$ cat config.mk
export PLATFORM = sky130hd
export DESIGN_NAME = color_bbox
export DESIGN_NICKNAME = d
export VERILOG_FILES = /design/src/rtl/color_bbox.sv
export SDC_FILE = /design/constraint.sdc
export NUM_CORES = 1
export LEC_CHECK = 0
export BUFFER_PORTS_ARGS = -buffer_cell sky130_fd_sc_hd__buf_4
export CORE_MARGIN = 3
export CORE_UTILIZATION = 30
export CTS_BUF_LIST = sky130_fd_sc_hd__clkbuf_4 sky130_fd_sc_hd__clkbuf_8 sky130_fd_sc_hd__clkbuf_16
export DETAILED_ROUTE_END_ITERATION = 12
export PLACE_DENSITY = 0.54
export RECOVER_POWER = 50
export SETUP_SLACK_MARGIN = 0.4
export SYNTH_ARGS = -nofsm -noshare
export SYNTH_HDL_FRONTEND = slang
export SYNTH_SLANG_ARGS = --single-unit
$ cat constraint.sdc
create_clock -name i_clk -period 2.22 [get_ports i_clk]
set_clock_uncertainty 0.1 [all_clocks]
set_input_delay 0.444 -clock i_clk [delete_from_list [all_inputs] [get_ports i_clk]]
set_output_delay 0.444 -clock i_clk [all_outputs]
set_load 0.1 [all_outputs]
$ cat src/rtl/color_bbox.sv
// Camera FIFO consumer: tags RGB565 pixels with (x, y) and a color-window match,
// and publishes per-frame bounding box and match count at end of frame.
module color_bbox #(
    parameter int unsigned H_ACTIVE = 640,
    parameter int unsigned V_ACTIVE = 480,
    parameter int unsigned X_W      = 10,
    parameter int unsigned Y_W      = 9,
    parameter int unsigned CNT_W    = 19
) (
    input  logic             i_clk,
    input  logic             i_rstn,
    input  logic             i_frame_start,
    output logic             o_obuf_rd,
    input  logic [15:0]      i_obuf_data,
    input  logic             i_obuf_empty,
    input  logic [4:0]       i_r_min,
    input  logic [4:0]       i_r_max,
    input  logic [5:0]       i_g_min,
    input  logic [5:0]       i_g_max,
    input  logic [4:0]       i_b_min,
    input  logic [4:0]       i_b_max,
    output logic             o_pix_valid,
    output logic [15:0]      o_pix_data,
    output logic [X_W-1:0]   o_pix_x,
    output logic [Y_W-1:0]   o_pix_y,
    output logic             o_pix_match,
    output logic             o_bbox_valid,
    output logic             o_bbox_found,
    output logic [X_W-1:0]   o_xmin,
    output logic [X_W-1:0]   o_xmax,
    output logic [Y_W-1:0]   o_ymin,
    output logic [Y_W-1:0]   o_ymax,
    output logic [CNT_W-1:0] o_count,
    output logic             o_frame_abort
);

    localparam logic [CNT_W-1:0] FRAME_PIX = CNT_W'(H_ACTIVE * V_ACTIVE);
    localparam logic [X_W-1:0]   X_LAST    = X_W'(H_ACTIVE - 1);
    localparam logic [Y_W-1:0]   Y_LAST    = Y_W'(V_ACTIVE - 1);

    typedef enum logic [1:0] {StIdle, StActive, StDone} state_e;

    state_e           state_q;
    logic [CNT_W-1:0] rd_cnt_q;
    logic [CNT_W-1:0] count_q;
    logic [X_W-1:0]   x_q, xmin_q, xmax_q;
    logic [Y_W-1:0]   y_q, ymin_q, ymax_q;
    logic             data_vld_q;
    logic             in_match;
    logic             last_pix;
    logic [4:0]       r;
    logic [5:0]       g;
    logic [4:0]       b;

    always_comb begin
        r = i_obuf_data[15:11];
        g = i_obuf_data[10:5];
        b = i_obuf_data[4:0];
        // Gated by reset so the read strobe is also quiet while reset is held.
        o_obuf_rd = i_rstn && !i_obuf_empty &&
                    (state_q == StIdle || (state_q == StActive && rd_cnt_q < FRAME_PIX));
        in_match  = (r >= i_r_min) && (r <= i_r_max) &&
                    (g >= i_g_min) && (g <= i_g_max) &&
                    (b >= i_b_min) && (b <= i_b_max);
        last_pix  = o_pix_valid && (o_pix_x == X_LAST) && (o_pix_y == Y_LAST);
    end

    always_ff @(posedge i_clk or negedge i_rstn) begin
        if (!i_rstn) begin
            state_q       <= StIdle;
            rd_cnt_q      <= '0;
            count_q       <= '0;
            x_q           <= '0;
            y_q           <= '0;
            xmin_q        <= '1;
            xmax_q        <= '0;
            ymin_q        <= '1;
            ymax_q        <= '0;
            data_vld_q    <= 1'b0;
            o_pix_valid   <= 1'b0;
            o_pix_data    <= '0;
            o_pix_x       <= '0;
            o_pix_y       <= '0;
            o_pix_match   <= 1'b0;
            o_bbox_valid  <= 1'b0;
            o_bbox_found  <= 1'b0;
            o_xmin        <= '0;
            o_xmax        <= '0;
            o_ymin        <= '0;
            o_ymax        <= '0;
            o_count       <= '0;
            o_frame_abort <= 1'b0;
        end else begin
            o_bbox_valid  <= 1'b0;
            o_frame_abort <= 1'b0;
            // A read in the frame_start cycle belongs to the old frame; drop it.
            data_vld_q    <= o_obuf_rd && (state_q == StActive) && !i_frame_start;
            o_pix_valid   <= data_vld_q && !i_frame_start;
            if (data_vld_q) begin
                o_pix_data  <= i_obuf_data;
                o_pix_match <= in_match;
                o_pix_x     <= x_q;
                o_pix_y     <= y_q;
            end

            if (i_frame_start) begin
                state_q  <= StActive;
                rd_cnt_q <= '0;
                x_q      <= '0;
                y_q      <= '0;
                count_q  <= '0;
                xmin_q   <= '1;
                xmax_q   <= '0;
                ymin_q   <= '1;
                ymax_q   <= '0;
                if (state_q == StActive) o_frame_abort <= 1'b1;
            end else begin
                if (o_obuf_rd && state_q == StActive) rd_cnt_q <= rd_cnt_q + CNT_W'(1);
                if (data_vld_q) begin
                    if (x_q == X_LAST) begin
                        x_q <= '0;
                        y_q <= y_q + Y_W'(1);
                    end else begin
                        x_q <= x_q + X_W'(1);
                    end
                end
                if (o_pix_valid && o_pix_match) begin
                    count_q <= count_q + CNT_W'(1);
                    if (o_pix_x < xmin_q) xmin_q <= o_pix_x;
                    if (o_pix_x > xmax_q) xmax_q <= o_pix_x;
                    if (o_pix_y < ymin_q) ymin_q <= o_pix_y;
                    if (o_pix_y > ymax_q) ymax_q <= o_pix_y;
                end
                unique case (state_q)
                    StIdle:   state_q <= StIdle;
                    StActive: if (last_pix) state_q <= StDone;
                    StDone:   state_q <= StIdle;
                    default:  state_q <= StIdle;
                endcase
            end

            // Publish uses the pre-reset accumulators even if frame_start arrives here.
            if (state_q == StDone) begin
                o_bbox_valid <= 1'b1;
                o_bbox_found <= (count_q != '0);
                o_count      <= count_q;
                o_xmin       <= (count_q != '0) ? xmin_q : '0;
                o_xmax       <= (count_q != '0) ? xmax_q : '0;
                o_ymin       <= (count_q != '0) ? ymin_q : '0;
                o_ymax       <= (count_q != '0) ? ymax_q : '0;
            end
        end
    end

endmodule

== Yosys cells after proc, flatten, opt, wreduce, memory -nomap -nowiden ==
Index checks and enable logic that the tools add are counted.
Widths: inputs -> output; s select.
Operators by class
  add/sub/neg operators: 4
  $mul: 0
  div/mod/pow operators: 0
  order comparisons: 11
  eq/ne operators: 6
  shift operators: 0
  muxes and demuxes: 32
  bitwise logic cells: 0
  reductions and logical operators: 32
Operators with widths (number)
  $mux 10: 11
  $mux 9: 11
  $mux 19: 4
  $add 19x1->19 const B: 2
  $eq 10x10->1 const B: 2
  $lt 19x19->1 const B: 1
  $reduce_bool 19->1: 1
  $reduce_bool 2->1: 8
  $logic_and 1x1->1: 14
  $add 10x1->10 const B: 1
  $ge 5x5->1: 2
  $gt 10x10->1: 1
  $le 5x5->1: 2
  $lt 10x10->1: 1
  $reduce_and 2->1: 5
  $add 9x1->9 const B: 1
  $eq 9x9->1 const B: 1
  $gt 9x9->1: 1
  $lt 9x9->1: 1
  $ge 6x6->1: 1
  $le 6x6->1: 1
  $mux 2: 3
  $mux 1: 3
  $ne 3x3->1 const B: 1
  5 further kinds: 6
Word-level totals
  flip-flop bits (word level): 195
  bits in latches: 0
  bits in writable memories: 0
  memory bits (read-only): 0
  bits of input ports: 52
  output and inout bits: 98
  word-level logic and storage cells: 108
  memories: 0

== Logic depth before layout (Yosys ltp) ==
  depth after elaboration: 7
  gate-level depth with buffers: 9

== Worst setup path after synthesis ==
No wires, ideal clock.
  path kind: register to output
  start point: register rd_cnt_q[12]
  end point: output port o_obuf_rd
  data arrival time: 3274 ps
  required time: 1676 ps
  slack: -1598 ps
  stages on the path, launching flop included: 4
  buffers on the path: 0
  path through: dfrtp_1 -> a21o_1 -> a211o_1 -> a311oi_1
On the way
  longest elaborated chain between the ends: 4
RTL lines
  from (decl): RTL line 44  | logic [CNT_W-1:0] rd_cnt_q;
  from (signal assigned): RTL line 118  | if (o_obuf_rd && state_q == StActive) rd_cnt_q <= rd_cnt_q + CNT_W'(1);
  $lt 19x19->1: RTL line 61  | (state_q == StIdle || (state_q == StActive && rd_cnt_q < FRAME_PIX));
  $logic_and 1x1->1: RTL line 61
  $logic_or 1x1->1: RTL line 61
  $logic_and 1x1->1: RTL line 60  | o_obuf_rd = i_rstn && !i_obuf_empty &&
  to (decl): RTL line 13  | output logic o_obuf_rd,
Every way passes these cells.

== Worst setup path in the final report ==
  start point: register rd_cnt_q[13]
  end point: output port o_obuf_rd
Same word-level chain as after synthesis.

==> flow_metrics.env <==
export IMPL_synthToLayoutAreaGrowth_pct=45.8
export IMPL_dp_hpwl_mm=18.0
export IMPL_vias=8130
export IMPL_pwr_share_comb=0.133
export IMPL_synth_ff_type="dfrtp_1"
export IMPL_min_path_type="in2reg"
export IMPL_tightest_slew_ns=1.27
export IMPL_synth_fp_nets=1077
export IMPL_path_clk_slew_ns=0.08
export IMPL_core_sq_um=32600
export IMPL_max_freq_mhz=391
export IMPL_drt_iter0_drc=355
export IMPL_synth_common_cells="176 x dfrtp_1, 84 x inv_1, 76 x nor2_1, 73 x ha_1, 60 x nand2_1"
export IMPL_wirelength_mm=29.0
export IMPL_synth_most_common_cell="dfrtp_1"
export IMPL_synth_area_leaders="dfrtp_1 44%, ha_1 9.2%, mux2_2 5.2%, dfstp_2 5.0%, a22o_1 3.3%"
export IMPL_route_detailed_drc=0
export IMPL_pre_cts_ws_ns=-0.278
export IMPL_cts_sinks=195
export IMPL_reg2reg_setup_slack_ns=-0.04
export IMPL_io_buffers=149
export IMPL_hold_viol_final=0
export IMPL_power_density_nw_per_um2=535
export IMPL_synth_edff_count=0
export IMPL_clk_latency_ns=0.45
export IMPL_track_usage=0.163
export IMPL_gp_congestion=0.800
export IMPL_cts_buffer_depth=2
export IMPL_async_reset_ff_frac=1.00
export IMPL_syn_cell_area_sq_um=9940
export IMPL_drive_above_1_share=0.429
export IMPL_top_usage_layer="met2"
export IMPL_power_leakage_uw=0.00667
export IMPL_die_h_um=188
export IMPL_routedWlPerCell_um=17.4
export IMPL_ys_seq_area_frac=0.494
export IMPL_grtUsageMet1=0.224
export IMPL_rows=66
export IMPL_post_route_period_util=1.15
export IMPL_use_met2=0.260
export IMPL_crit_fanout=2
export IMPL_crit_required_ns=1.68
export IMPL_violations="setup timing"
export IMPL_r2r_cells=4
export IMPL_status="finished with violations"
export IMPL_ios=150
export IMPL_grt_pass1_vias=8192
export IMPL_peakVddDrop_mv=0.554
export IMPL_fin_nets=1341
export IMPL_cts_tree="done"
export IMPL_setup_violations=19
export IMPL_grt_start_max_net_pins=133
export IMPL_swShare=0.298
export IMPL_setup_tns_ns=-0.922
export IMPL_maxCapViolations=0
export IMPL_syn_area_per_cell_sq_um=10.4
export IMPL_cp_end_kind="primary output"
export IMPL_crit_arrival_ns=2.01
export IMPL_p_switching_uw=2310
export IMPL_path_cells="a21o_1 -> a211o_1 -> buf_6 -> a311oi_4 -> buf_12"
export IMPL_p_int_uw=5440
export IMPL_post_route_min_period_ns=2.56
export IMPL_grt_pass1_wl_mm=46.1
export IMPL_rr_startpoint="state_q[1]"
export IMPL_cp_start_kind="flip-flop"
export IMPL_finalWorstSetupSlack_ns=-0.338
export IMPL_ys_ff_latch=195
export IMPL_grt_antenna_before_repair=1
export IMPL_root_buffer="clkbuf_16"
export IMPL_dr_pass1_iters=5
export IMPL_r2r_end="o_count[3]"
export IMPL_vias_per_cell=4.87
export IMPL_htreeDepth=4
export IMPL_ant_nets=0
export IMPL_timing_slew_headroom=0.156
export IMPL_syn_instance_count=952
export IMPL_p_seq_frac=0.473
export IMPL_grt_setup_unrepaired="true"
export IMPL_initial_core_util=0.305
export IMPL_synth_top_area_cell="dfrtp_1"
export IMPL_dieArea_sq_um=35300
export IMPL_antenna_cells=0
export IMPL_cp_startpoint="rd_cnt_q[13]"
export IMPL_slew_viol_final=0
export IMPL_worst_setup_path_type="reg2out"
export IMPL_worstSetupEndpoint="o_obuf_rd"
export IMPL_use_met3=0.0374
export IMPL_grt_overflow_total=0
export IMPL_die_x_um=188
export IMPL_hp_start="i_obuf_data[5]"
export IMPL_cts_buffers=17
export IMPL_yosys_warnings=0
export IMPL_cp_slowest_cell="dfrtp_1"
export IMPL_synth_distinct_cells=56
export IMPL_p_clk_frac=0.394
export IMPL_netlist_area_leader_share=0.443
export IMPL_slowest_delay_ns=0.39
==> how the worst min path moves through the flow <==
stage	endpoint	slack, ns	depth (start not counted)
global placement	o_count[5]	0.27	2
CTS	o_pix_data[5]	0.11	2
floorplan	count_q[0]	0.05	0
global route	o_pix_data[5]	0.12	2
finish	o_pix_data[5]	0.13	2
detailed placement	o_count[5]	0.27	2
==> stage by stage <==
stage	instances	area, sq um	util	total power, uW	hold WS [ns]
global route	1671	14500	0.444	8080	0.118
CTS	1637	13900	0.426	7840	0.111
detailed placement	1554	12400	0.380	4760	0.271
global placement	1554	12400	0.380	4750	0.273
finish	1671	14500	0.444	7750	0.134
floorplan	952	10500	-	4400	0.0484
==> worst max-delay path, delay by kind of cell (launching register included) <==
| family | cells | cell delay (ns) |
|---|---|---|
| AO/OA/AOI/OAI | 3 | 0.80 |
| flip-flops | 1 | 0.39 |
| buffers and inverters | 2 | 0.35 |
==> state kept, by name (all words and copies together), names as in the netlist <==
signal	count
o_pix_match	1
ymax_q	9
o_frame_abort	1
o_ymax	9
o_pix_y	9
o_pix_data	16
ymin_q	9
x_q	10
o_xmax	10
o_pix_x	10
o_xmin	10
xmin_q	10
rd_cnt_q	19
count_q	19
o_bbox_found	1
o_count	19
xmax_q	10
o_ymin	9
data_vld_q	1
o_bbox_valid	1
y_q	9
o_pix_valid	1
state_q	2
==> cells in the final DEF (no fill, tap or decap), types with 6 or more instances in the layout <==
cell | synthesis | final
a21o_1 | 6 | 6
a21oi_1 | 37 | 23
a21oi_2 | 0 | 14
a22o_1 | 38 | 38
buf_12 | 0 | 18
buf_4 | 0 | 207
buf_6 | 0 | 40
clkbuf_16 | 0 | 18
dfrtp_1 | 176 | 146
dfrtp_2 | 0 | 12
dfrtp_4 | 0 | 18
dfstp_2 | 19 | 19
ha_1 | 73 | 46
ha_4 | 0 | 25
inv_1 | 84 | 80
mux2_2 | 46 | 42
mux2i_1 | 22 | 22
nand2_1 | 60 | 60
nand2b_1 | 15 | 14
nand3_1 | 29 | 26
nand4_1 | 30 | 30
nor2_1 | 76 | 71
nor2_4 | 0 | 7
o211ai_1 | 19 | 19
o21ai_0 | 32 | 31
o31ai_2 | 0 | 9
or3_1 | 18 | 9
or3_4 | 0 | 9
or4_4 | 0 | 6
xnor2_1 | 16 | 14
xor2_1 | 16 | 16
==> area by class of cell <==
type,count,area (sq um)
Clock buffer,19,453
Clock inverter,13,119
Fill cell,3060,18100
Inverter,85,319
Multi-Input combinational cell,634,5520
Sequential cell,195,4990
Tap cell,442,553
Timing Repair Buffer,283,2540
==> logic make-up after synthesis <==
kind of cell / after synthesis / share of synthesized area
adders and majority gates: 73 / 0.0919
and+or+nand+nor: 276 / 0.138
AOI/OAI and AO/OA: 179 / 0.125
xor gates and xnor gates: 32 / 0.0282
muxes: 68 / 0.0743
buffers and inverters: 129 / 0.0492
DFF: 195 / 0.494
==> what timing repair did <==
item | 4_1_cts | 5_1_grt
resized for setup | 119 | 89
hold endpoints to repair | 1 | 0
pin swaps | 17 | 32
hold buffers | 1 | 0
endpoints found under the setup margin | 131 | 130
cloned | 7 | 3
buffers inserted | 43 | 31
==> power groups by stage <==
stage | Combinational, uW | Sequential (uW) | Clock [uW]
finish | 1030 | 3660 | 3050
global route | 1110 | 3670 | 3300
CTS | 1040 | 3660 | 3140
detailed placement | 1030 | 3730 | 0
global placement | 1020 | 3730 | 0
floorplan | 238 | 4170 | 0
==> per-layer routing <==
metal	routed length, um	part of all wire	vias up
li1	-	-	3927
met1	13500	0.46	3981
met2	13700	0.47	195
met3	1450	0.050	25
met4	450	0.015	2
met5	13	0.00045	-
No activity file was read; power rests on OpenSTA's default activity.
